## config.mk

```make
export PLATFORM = sky130hd
export DESIGN_NAME = zc_period_avg_flat
export DESIGN_NICKNAME = d
export VERILOG_FILES = /design/src/rtl/zc_period_avg_if.sv /design/src/rtl/zc_period_avg.sv /design/src/flat_wrapper.sv
export SDC_FILE = /design/constraint.sdc
export NUM_CORES = 1
export LEC_CHECK = 0
export BUFFER_PORTS_ARGS = -buffer_cell sky130_fd_sc_hd__buf_4
export CORE_MARGIN = 4
export CORE_UTILIZATION = 61
export DETAILED_ROUTE_END_ITERATION = 12
export PLACE_DENSITY = 0.88
export SLEW_MARGIN = 30
export SYNTH_ARGS = -nofsm -noshare
export SYNTH_HDL_FRONTEND = slang
export SYNTH_SLANG_ARGS = --single-unit
```

## constraint.sdc

```tcl
create_clock -name clk -period 5.94 [get_ports clk]
set_clock_uncertainty 0.2 [all_clocks]
set_input_delay 1.188 -clock clk [delete_from_list [all_inputs] [get_ports clk]]
set_output_delay 1.188 -clock clk [all_outputs]
set_load 0.1 [all_outputs]
```

## src/rtl/zc_period_avg_if.sv

```systemverilog
// One-beat AXI-stream link carrying signed half-period counts or their averages.
interface zc_period_avg_if #(
   parameter int unsigned WIDTH = 32
);
   logic [WIDTH-1:0] tdata;
   logic             tvalid;
   logic             tlast;
   logic             tready;

   modport master (output tdata, output tvalid, output tlast, input tready);
   modport slave  (input tdata, input tvalid, input tlast, output tready);
endinterface

```

## src/rtl/zc_period_avg.sv

```systemverilog
// Averages 2^len signed zero-crossing half-period counts into one output beat,
// discarding partial windows that go stale.
module zc_period_avg #(
   parameter int unsigned WIDTH     = 32,
   parameter int unsigned ACC_EXTRA = 16
) (
   input  logic                 clk,
   input  logic                 reset,
   input  logic                 clear,
   input  logic [3:0]           log_avg_len,
   input  logic [31:0]          timeout,
   zc_period_avg_if.slave       s_axis,
   zc_period_avg_if.master      m_axis,
   output logic                 stale,
   output logic [15:0]          fill,
   output logic [15:0]          timeout_cnt
);
   localparam int unsigned AW = WIDTH + ACC_EXTRA;
   localparam int unsigned LW = $clog2(ACC_EXTRA + 2);

   typedef enum logic [1:0] {IDLE, ACCUM, HOLD} state_t;

   state_t               state_q, state_n;
   logic signed [AW-1:0] acc_q, acc_n, in_sext, acc_sum;
   logic [LW-1:0]        len_q, len_n, len_clamp;
   logic [16:0]          fill_inc, win_len;
   logic [15:0]          fill_q, fill_n, tcnt_q, tcnt_n;
   logic [31:0]          timer_q, timer_n;
   logic [WIDTH-1:0]     odata_q, odata_n;
   logic                 stale_q, stale_n, rdy_q, valid_q, accept;
   logic                 unused_tlast;

   assign unused_tlast  = s_axis.tlast;
   assign accept        = s_axis.tvalid & rdy_q;
   assign in_sext       = AW'(signed'(s_axis.tdata));
   assign acc_sum       = acc_q + in_sext;
   assign fill_inc      = 17'(fill_q) + 17'd1;
   assign win_len       = 17'd1 << len_q;
   assign len_clamp     = (32'(log_avg_len) > ACC_EXTRA) ? LW'(ACC_EXTRA) : LW'(log_avg_len);

   assign s_axis.tready = rdy_q;
   assign m_axis.tdata  = odata_q;
   assign m_axis.tvalid = valid_q;
   assign m_axis.tlast  = valid_q;
   assign stale         = stale_q;
   assign fill          = fill_q;
   assign timeout_cnt   = tcnt_q;

   // Next-state and datapath updates
   always_comb begin
      state_n = state_q;
      acc_n   = acc_q;
      len_n   = len_q;
      fill_n  = fill_q;
      timer_n = timer_q;
      odata_n = odata_q;
      stale_n = stale_q;
      tcnt_n  = tcnt_q;
      case (state_q)
         IDLE: begin
            if (accept) begin
               len_n   = len_clamp;
               timer_n = 32'd0;
               if (len_clamp == LW'(0)) begin
                  state_n = HOLD;
                  odata_n = s_axis.tdata;
                  acc_n   = '0;
                  fill_n  = 16'd0;
               end else begin
                  state_n = ACCUM;
                  acc_n   = in_sext;
                  fill_n  = 16'd1;
               end
            end
         end
         ACCUM: begin
            if (accept) begin
               timer_n = 32'd0;
               if (fill_inc == win_len) begin
                  state_n = HOLD;
                  odata_n = WIDTH'(acc_sum >>> len_q);
                  acc_n   = '0;
                  fill_n  = 16'd0;
               end else begin
                  acc_n  = acc_sum;
                  fill_n = 16'(fill_inc);
               end
            end else if ((timeout != 32'd0) && (timer_q == timeout - 32'd1)) begin
               // Crossings stopped arriving: drop the partial window
               state_n = IDLE;
               acc_n   = '0;
               fill_n  = 16'd0;
               timer_n = 32'd0;
               stale_n = 1'b1;
               tcnt_n  = (tcnt_q == 16'hFFFF) ? tcnt_q : tcnt_q + 16'd1;
            end else begin
               timer_n = timer_q + 32'd1;
            end
         end
         HOLD: begin
            if (m_axis.tready) begin
               state_n = IDLE;
               timer_n = 32'd0;
               stale_n = 1'b0;
            end
         end
         default: state_n = IDLE;
      endcase
   end

   always_ff @(posedge clk) begin
      if (reset || clear) begin
         state_q <= IDLE;
         acc_q   <= '0;
         len_q   <= '0;
         fill_q  <= 16'd0;
         timer_q <= 32'd0;
         odata_q <= '0;
         stale_q <= 1'b1;
         rdy_q   <= 1'b1;
         valid_q <= 1'b0;
      end else begin
         state_q <= state_n;
         acc_q   <= acc_n;
         len_q   <= len_n;
         fill_q  <= fill_n;
         timer_q <= timer_n;
         odata_q <= odata_n;
         stale_q <= stale_n;
         rdy_q   <= (state_n != HOLD);
         valid_q <= (state_n == HOLD);
      end
   end

   // Timeout count survives a soft clear
   always_ff @(posedge clk) begin
      if (reset)
         tcnt_q <= 16'd0;
      else if (!clear)
         tcnt_q <= tcnt_n;
   end
endmodule

```

## src/flat_wrapper.sv

```systemverilog
// flat-port wrapper written by rule: the top's interface ports become plain ports
module zc_period_avg_flat 
#(
   parameter int unsigned WIDTH     = 32,
   parameter int unsigned ACC_EXTRA = 16
)
  (clk, reset, clear, log_avg_len, timeout, stale, fill, timeout_cnt, s_axis_tdata, s_axis_tvalid, s_axis_tlast, s_axis_tready, m_axis_tdata, m_axis_tvalid, m_axis_tlast, m_axis_tready);
  zc_period_avg_if #(.WIDTH(WIDTH)) s_axis_i ();
  zc_period_avg_if #(.WIDTH(WIDTH)) m_axis_i ();
  input  logic clk;
  input  logic reset;
  input  logic clear;
  input  logic [3:0] log_avg_len;
  input  logic [31:0] timeout;
  output logic stale;
  output logic [15:0] fill;
  output logic [15:0] timeout_cnt;
  input wire logic [$bits(s_axis_i.tdata)-1:0] s_axis_tdata;
  input wire logic [$bits(s_axis_i.tvalid)-1:0] s_axis_tvalid;
  input wire logic [$bits(s_axis_i.tlast)-1:0] s_axis_tlast;
  output wire logic [$bits(s_axis_i.tready)-1:0] s_axis_tready;
  output wire logic [$bits(m_axis_i.tdata)-1:0] m_axis_tdata;
  output wire logic [$bits(m_axis_i.tvalid)-1:0] m_axis_tvalid;
  output wire logic [$bits(m_axis_i.tlast)-1:0] m_axis_tlast;
  input wire logic [$bits(m_axis_i.tready)-1:0] m_axis_tready;
  assign s_axis_i.tdata = s_axis_tdata;
  assign s_axis_i.tvalid = s_axis_tvalid;
  assign s_axis_i.tlast = s_axis_tlast;
  assign s_axis_tready = s_axis_i.tready;
  assign m_axis_tdata = m_axis_i.tdata;
  assign m_axis_tvalid = m_axis_i.tvalid;
  assign m_axis_tlast = m_axis_i.tlast;
  assign m_axis_i.tready = m_axis_tready;
  zc_period_avg #(.WIDTH(WIDTH), .ACC_EXTRA(ACC_EXTRA)) u_core (.clk(clk), .reset(reset), .clear(clear), .log_avg_len(log_avg_len), .timeout(timeout), .s_axis(s_axis_i), .m_axis(m_axis_i), .stale(stale), .fill(fill), .timeout_cnt(timeout_cnt));
endmodule
```

-- Word level (Yosys, flattened, before mapping)
Index checks and enable logic that the tools add are counted.
- input port bits: 74
- output and inout port bits: 68
- bits in registers: 153
- muxes and demuxes: 33
- bitwise logic cells: 4
- shift operators: 2
- eq/ne operators: 15
- add/subtract/negate cells: 5
- reductions and logical operators: 14
- operator list (cell ; count):
    $mux W32 ; 8
    $mux W48 ; 5
    $pmux W32 S3 ; 1
    $pmux W48 S2 ; 1
    $mux W16 ; 4
    $pmux W32 S2 ; 1
    $add A48 B32 Y48 ; 1
    $sshr A48 B4 Y32 ; 1
    $add A32 B1 Y32 const B ; 1
    $eq A32 B32 Y1 ; 1
    $pmux W16 S2 ; 1
    $reduce_bool A32 Y1 ; 1
    $sub A32 B1 Y32 const B ; 1
    $add A16 B1 Y17 const B ; 1
    $eq A17 B17 Y1 ; 1
    $shl A1 B4 Y17 const A ; 1
    $add A16 B1 Y16 const B ; 1
    $eq A16 B16 Y1 const B ; 1
    $mux W2 ; 6
    $ne A2 B1 Y1 const B ; 5
    $reduce_and A5 Y1 ; 2
    $ne A2 B2 Y1 const B ; 3
    $pmux W2 S3 ; 1
    $reduce_and A3 Y1 ; 2
    other kinds (15) ; 22

-- Logic depth before layout (Yosys ltp)
Gate-level depths: netlist (run 1).
- depth after elaboration: 7
- gate-level depth with buffers: 14
- mapped depth without buffers: 13

-- Worst setup path after synthesis (run 1)
OpenSTA, ideal clock, no wires.
- kind: flip-flop to flip-flop
- from: register u_core.fill_q[0] (netlist: u_core.fill[0])
- to: register u_core.odata_q[16] (netlist: u_core.m_axis.tdata[16])
- period minus slack after synthesis: 4878 ps
- cell stages (with the launch flop): 13
- slack: 1062 ps
- required time: 5621 ps
- path buffers: 2
- data arrival time: 4559 ps
- cells stage by stage: dfxtp_1 ha_1 nand4_1 nor3_1 mux2_2 or4_1 a2111oi_1 a31oi_1 nor3_1 buf_2 clkbuf_1 nand2_1 o221a_2
- longest elaborated chain between the ends: 4
- ends and longest elaborated chain (element ; RTL line ; source):
    from (decl) ; zc_period_avg.sv:27 ; logic [15:0] fill_q, fill_n, tcnt_q, tcnt_n;
    from (signal assigned) ; zc_period_avg.sv:126 ; fill_q <= fill_n;
    $add A16 B1 Y17 ; zc_period_avg.sv:37 ; assign fill_inc = 17'(fill_q) + 17'd1;
    $eq A17 B17 Y1 ; zc_period_avg.sv:79 ; if (fill_inc == win_len) begin
    $ne A2 B1 Y1 (no source line) ; -- ;
    $reduce_and A5 Y1 (no source line) ; -- ;
    to (signal assigned) ; zc_period_avg.sv:128 ; odata_q <= odata_n;
    to (decl) ; zc_period_avg.sv:29 ; logic [WIDTH-1:0] odata_q, odata_n;
Every way passes these cells.
A chain may end at the register's enable or synchronous reset.

-- Worst setup path in the final report (run 1)
- from: input port timeout[0]
- to: register u_core.tcnt_q[13] (netlist: u_core.timeout_cnt[13])
- longest elaborated chain between the ends: 4
- elaborated cells between the ends (all ways): 5
- classes of those cells: add/sub: 1; eq/ne: 1; reduce/logical: 3
- ends and longest elaborated chain (element ; RTL line ; source):
    from (decl) ; flat_wrapper.sv:14 ; input logic [31:0] timeout;
    $sub A32 B1 Y32 ; zc_period_avg.sv:88 ; end else if ((timeout != 32'd0) && (timer_q == timeout - 32'd1)) begin
    $eq A32 B32 Y1 ; zc_period_avg.sv:88 ;
    $logic_and A1 B1 Y1 * ; zc_period_avg.sv:88 ;
    $reduce_and A5 Y1 (no source line) * ; -- ;
    to (signal assigned) ; zc_period_avg.sv:140 ; tcnt_q <= tcnt_n;
    to (decl) ; zc_period_avg.sv:27 ;
Every way passes the cells marked *; elsewhere a longest branch is shown, timed or not.

==> impl_results.md, run 1 <==
- Status: finished clean
- Crit Path Max Fanout: 22
- CTS tree: yes
- GP Congestion: 1.01
- Ys Warns: 0
- R2R cell count: 14
- Core footprint: 0.0227 sq mm
- Slowest stage delay, CP: 0.57 ns
- Max-capacitance violation count: 0
- Diode count: 0
- Post-Synth Adder-Cell Area: 4.57%
- Largest net degree at the start of global routing: 58
- CP top delay family: simple AND/OR/NAND/NOR gates
- Area Overhead vs Synth: 12.7%
- Fin crit share: 87.0%
- FF-to-FF setup slack: 1.20 ns
- Initial core utilization: 62.2%
- Setup-violating endpoint count in the final report: 0
- Setup Buffers After CTS: 0
- Worst VDD drop: 0.000193 V
- Worst slack, placed: 0.384 ns
- Yosys reg bits: 152
- Wire length per cell: 21.9 um
- Setup ws final: 0.774 ns
- Clock Sinks: 152
- Gr ovfl total: 0
- Die area: 0.0257 sq mm
- Worst Path Required: 6.11 ns
- Vias per cell: 7.12
- CTS Buf Count: 17
- Final ANT Viol Nets: 0
- Top-count cell post-synth: nor2_1
- Critical Path, Cell by Cell: buf_4, inv_1, ha_1, or4b_1, or4b_1, nand3_1, o21ai_0, a2111oi_0, nand4_1, a2111oi_4, nand2_2, or4_1, a21oi_1
- Post-DP HPWL: 37100 um
- Hold_sp: u_core.acc_q[27]$_SDFFE_PP0P_
- Initial DRT Pass Iterations: 7
- Global-route wire length before repair: 78700 um
- DRT iter0 DRCs: 2240
- Die X: 160 um
- Pleak: 6.17 nW
- Post-synth top area share: 21.5%
- Vias in the first global route: 15000
- Crit Path Category: in -> reg
- Worst-path clk slew: 0.08 ns
- Placed cell count: 2261
- Multiplexer share of the synthesized area: 5.62%
- Post-synthesis compound-gate area fraction: 28.1%
- Post-synth EDFFs: 0
- Highest Clock Rate: 194 MHz
- Final-stage net count: 2120
- R2r endpoint: u_core.m_axis.tdata[27]$_SDFFE_PP0P_
- Buffers and inverters on the worst path: 2
- Port buffer count: 140
- Critical path depth: 13
- CTS root buf: clkbuf_16
- Slowest-stage cell, CP: a2111oi_4
- Synth unique cells: 89
- Hold depth: 2
- Hold Buf Count CTS: 0
- Fill cells: 1883
- DP Area: 0.0153 sq mm
- Syn nets: 2062
- DR DRC count: 0
- Ys async rst share: 0%
- Register Area: 0.00305 sq mm
- Synth Cell Area: 0.0141 sq mm
- All-Layer GR Usage: 37.2%
- Worst setup EP type: register
- CP most frequent cell: or4b_1
- Row count: 55
- Setup TNS: 0 ns
- Synth top area cells: dfxtp_1, nor2_1, nand2_1
- Seq/Total Area, Yosys: 21.5%
- Final Slew Violations: 0
- Vias: 16300
- Pwr per Cell Area: 197 mW/mm^2
- CP Launch Type: input port
- Clk buf depth: 2
- Top cells by count, synth: nor2_1, nand2_1, dfxtp_1
- Fraction of layout cells with a size suffix above 1: 13.9%
- Final instance area: 0.0159 sq mm
- Synth Area per Inst: 7.29 sq um
- Min-delay worst type: reg -> reg
- Synth Flop Type: dfxtp_1
- Setup crit start: timeout[0]
- Drt total wl: 50200 um
- Slew @ Worst Pin: 0.967 ns
- Post-synthesis cell count: 1937
- Final Critical Period: 5.17 ns
- Die Y: 160 um
- Clock Latency Late Sink: 0.45 ns
- IO Pins: 142
- Largest family of logic cells by synthesized area: compound AO/OA/AOI/OAI gates
- Simple-Gate Fraction of Synth Area: 27.7%
- Non-filler cells in the finished layout: 2293
- CP arrival: 5.34 ns
- Hold path endpoint: u_core.acc_q[27]$_SDFFE_PP0P_
- Yosys top cell by area: dfxtp_1
- Post-cts resize count: 0
- H-tree depth: 4
- Multi-input combinational cell area: 0.0105 sq mm
- Design Power: 3.13 mW
- XOR/XNOR Fraction of Synth Area: 7.95%
- Antenna violations before repair: 0
- Worst flop-to-flop path startpoint: u_core.fill[0]$_SDFFE_PP0P_
- RSZ-0062 raised after global routing: false
- Slew headroom: 35.1%
- Final Hold Vio Count: 0
power breakdown:
group	switching, mW	internal, mW	total, mW	leakage, nW
combinational	0.605	0.329	0.934	4.64
sequential	0.0221	1.04	1.06	1.23
clock	0.564	0.572	1.14	0.294
cells by family after synthesis:
group | Yosys count
fa+ha+maj | 51
mux | 58
buf+inv | 162
simple gates | 800
xor+xnor | 125
flops | 152
compound gates | 589
stage by stage:
stage | hold WS (ns) | utilization [%]
2_1_floorplan | 0.276 | -
3_3_place_gp | 0.281 | 67.5
3_5_place_dp | 0.294 | 67.5
4_1_cts | 0.304 | 70.1
5_1_grt | 0.327 | 70.1
6_report | 0.303 | 70.1
sequential cells by signal, indices dropped and copies added, names as in the netlist:
name	count
u_core.acc_q	47
u_core.len_q	4
u_core.stale	1
u_core.fill	16
u_core.state_q	2
u_core.m_axis.tdata	32
u_core.timer_q	32
u_core.s_axis.tready	1
u_core.timeout_cnt	16
u_core.m_axis.tlast	1
cells in the final DEF, fill, tap and decap left out, types with 20 or more instances in the layout:
cell type,count
nor2_1,236
nand2_1,186
buf_4,170
dfxtp_1,149
a21oi_1,124
o21ai_0,116
nor3_1,87
xor2_1,69
nand3_1,69
xnor2_1,54
ha_1,50
a31oi_1,41
nand4_1,38
mux2i_1,31
a211oi_1,31
inv_1,27
o211ai_1,27
a21o_1,27
and2_1,23
o21a_1,22
or3_1,21
or4_1,20
and3_1,20
o31ai_1,20
worst max-delay path by stage:
stage / end
floorplan: u_core.m_axis.tdata[16]$_SDFFE_PP0P_
CTS: u_core.timeout_cnt[13]$_SDFFE_PP0P_
global placement: u_core.timeout_cnt[14]$_SDFFE_PP0P_
detailed placement: u_core.timeout_cnt[12]$_SDFFE_PP0P_
global route: u_core.timeout_cnt[13]$_SDFFE_PP0P_
finish: u_core.timeout_cnt[13]$_SDFFE_PP0P_
metal layers:
metal  vias to the layer above  global-route usage [%]  wire, um
li1                       7420                       -         -
met1                      7623                    49.5     19900
met2                      1085                    58.1     22100
met3                       201                    9.42      5950
met4                         0                    14.9      2150
met5                         -                       0         0
tightest hold or removal path, stage by stage, from the launching register on:
cell     delay [ns]
dfxtp_1        0.31
nor2_1         0.09
nor3_1         0.05
cell type report:
type / instances / share of cell area [%]
flip-flops and latches: 152 / 19.1
clock buffers: 17 / 2.67
clock inverters: 15 / 1.08
multi-input cells: 1623 / 65.9
inverters: 29 / 0.684
repair buffers: 172 / 8.27
well taps: 285 / 2.24
No activity file was read; power rests on OpenSTA's default activity.
==> inputs of run 2 (changes only) <==
CORE_UTILIZATION = 60   (was 61)
PLACE_DENSITY = 0.87   (was 0.88)
==> run 2 against run 1 <==
Compared with the run above: register-to-register slack better by 0.08 ns; combinational power is 0.7% higher; die area is 1.6% higher; core utilization is 0.48 points lower; worst hold slack worse by 0.0021 ns; sequential share of layout area hardly changed; fmax is 2.4% higher; critical endpoint is now u_core.m_axis.tdata[27]$_SDFFE_PP0P_; largest cell class unchanged; largest power group unchanged.
==> impl_results.md, run 2 (synthesis results as in run 1) <==
- H-tree depth: 4 (unchanged)
- Clock Sinks: 152 (unchanged)
- Final Slew Violations: 0 (unchanged)
- Clk buf depth: 2 (unchanged)
- Vias: 16200 (was 16300)
- Crit Path Category: in -> reg (unchanged)
- Highest Clock Rate: 198 MHz (was 194 MHz)
- Core footprint: 0.0229 sq mm (was 0.0227 sq mm)
- IO Pins: 142 (unchanged)
- CP top delay family: compound AO/OA/AOI/OAI gates (was simple AND/OR/NAND/NOR gates)
- Final core utilization: 69.6% (was 70.1%)
- Pwr per Cell Area: 196 mW/mm^2 (was 197 mW/mm^2)
- Most common cell after layout, fill and taps aside: nor2_1 (unchanged)
- DR DRC count: 0 (unchanged)
- CP Launch Type: input port (unchanged)
- RSZ-0062 raised after global routing: false (unchanged)
- Fraction of layout cells with a size suffix above 1: 14.0% (was 13.9%)
- Commonest non-fill, non-tap cells in the layout: nor2_1, nand2_1, buf_4, dfxtp_1, a21oi_1 (unchanged)
- Worst Path Required: 6.08 ns (was 6.11 ns)
- Slew headroom: 34.2% (was 35.1%)
- Post-cts resize count: 0 (unchanged)
- Pleak: 6.15 nW (was 6.17 nW)
- CTS Buf Count: 17 (unchanged)
- CTS root buf: clkbuf_16 (unchanged)
- Hold Buf Count CTS: 0 (unchanged)
- Vias in the first global route: 15200 (was 15000)
- FF-to-FF setup slack: 1.28 ns (was 1.20 ns)
- Register with the most flip-flops: u_core.acc_q (unchanged)
- Fin crit share: 84.9% (was 87.0%)
- Antenna violations before repair: 0 (unchanged)
- Die Y: 161 um (was 160 um)
- Die X: 161 um (was 160 um)
- Clock Latency Late Sink: 0.45 ns (about the same)
- Post-DP HPWL: 37600 um (was 37100 um)
- Final Critical Period: 5.04 ns (was 5.17 ns)
- DP Area: 0.0154 sq mm (was 0.0153 sq mm)
- DRT iter0 DRCs: 2393 (was 2240)
- CTS tree: yes (unchanged)
- Die area: 0.0261 sq mm (was 0.0257 sq mm)
- Vias per cell: 7.00 (was 7.12)
- Crit Path Max Fanout: 4 (was 22)
- CP arrival: 5.18 ns (was 5.34 ns)
- Initial core utilization: 61.6% (was 62.2%)
- Setup Buffers After CTS: 0 (unchanged)
- Setup-violating endpoint count in the final report: 0 (unchanged)
- Slowest stage delay, CP: 0.57 ns (about the same)
- Initial DRT Pass Iterations: 7 (unchanged)
- Largest net degree at the start of global routing: 70 (was 58)
- Max FFs per register: 47 (unchanged)
- Min-delay worst type: reg -> reg (unchanged)
- Critical Path, Cell by Cell: buf_4, ha_1, a211oi_1, o21ai_0, a32oi_1, a21boi_0, nor3_1, nor2_1, mux4_2, and3_1, a2111oi_0, buf_4, a21oi_1 (was buf_4, inv_1, ha_1, or4b_1, or4b_1, nand3_1, o21ai_0, a2111oi_0, nand4_1, a2111oi_4, nand2_2, or4_1, a21oi_1)
- Buffers and inverters on the worst path: 2 (unchanged)
- Worst VDD drop: 0.000166 V (was 0.000193 V)
- Setup TNS: 0 ns (unchanged)
- Area Overhead vs Synth: 12.9% (was 12.7%)
- Worst-path clk slew: 0.07 ns (was 0.08 ns)
- Port buffer count: 140 (unchanged)
- All-Layer GR Usage: 37.5% (was 37.2%)
- Slew @ Worst Pin: 0.986 ns (was 0.967 ns)
- CP most frequent cell: buf_4 (was or4b_1)
- Gr ovfl total: 0 (unchanged)
- Drt total wl: 51400 um (was 50200 um)
- Final ANT Viol Nets: 0 (unchanged)
- Diode count: 0 (unchanged)
- Final instance area: 0.0160 sq mm (was 0.0159 sq mm)
- Worst setup EP type: register (unchanged)
- GP Congestion: 0.987 (was 1.01)
- Final Hold Vio Count: 0 (unchanged)
- Row count: 55 (unchanged)
- Design Power: 3.12 mW (was 3.13 mW)
- Max-capacitance violation count: 0 (unchanged)
- Global-route wire length before repair: 79900 um (was 78700 um)
- Status: finished clean (unchanged)
- Final-stage net count: 2119 (was 2120)
- Wire length per cell: 22.2 um (was 21.9 um)
- Slowest-stage cell, CP: a2111oi_0 (was a2111oi_4)
[run 2: cell count changes in the layout (fill, tap and decap cells not counted), sizes merged]
cell / delta
clkinv: -2
clkinvlp: +3
buf: -1
inv: -1
[run 2: final cells by class]
| class | instances | area [sq um] |
|---|---|---|
| fillers | 1926 | 6960 |
| inverters | 29 | 109 |
| clock inverters | 15 | 160 |
| well taps | 313 | 392 |
| repair buffers | 171 | 1310 |
| clock buffers | 17 | 425 |
| flip-flops and latches | 152 | 3050 |
| multi-input cells | 1623 | 10500 |
[run 2: worst min-delay path, stage by stage, from the launching register on]
cell and delay [ns]:
dfxtp_1 0.32, nor2_1 0.09, nor3_1 0.05
[run 2: path summary, 6_finish.rpt]
| check | from | to | cells after the start |
|---|---|---|---|
| worst max-delay path | s_axis_tdata[1] | u_core.m_axis.tdata[27]$_SDFFE_PP0P_ | 13 |
| worst min register to register | u_core.acc_q[7]$_SDFFE_PP0P_ | u_core.acc_q[7]$_SDFFE_PP0P_ | 2 |
| worst min-delay path | u_core.acc_q[7]$_SDFFE_PP0P_ | u_core.acc_q[7]$_SDFFE_PP0P_ | 2 |
| worst max register to register | u_core.fill[0]$_SDFFE_PP0P_ | u_core.m_axis.tdata[30]$_SDFFE_PP0P_ | 13 |
[run 2: layer usage]
layer  track usage [%]  vias up  part of all wire [%]
met5                 0        -                     0
met4              15.0        0                   4.2
met3              8.57      207                    12
met2              57.8     1082                    43
met1              50.9     7545                    41
li1                  -     7408                     -
[run 2: report_power, final]
part | switching (mW) | internal, mW
clock | 0.552 | 0.562
combinational | 0.611 | 0.330
sequential | 0.0234 | 1.04
total | 1.19 | 1.93
[run 2: stage by stage]
step | hold slack [ns] | cells | setup slack [ns]
final | 0.300 | 2320 | 0.897
after global routing | 0.329 | 2320 | 0.728
after CTS | 0.302 | 2320 | 1.02
after detailed placement | 0.292 | 2288 | 0.578
after global placement | 0.282 | 2288 | 0.538
after floorplan | 0.276 | 1937 | 1.06
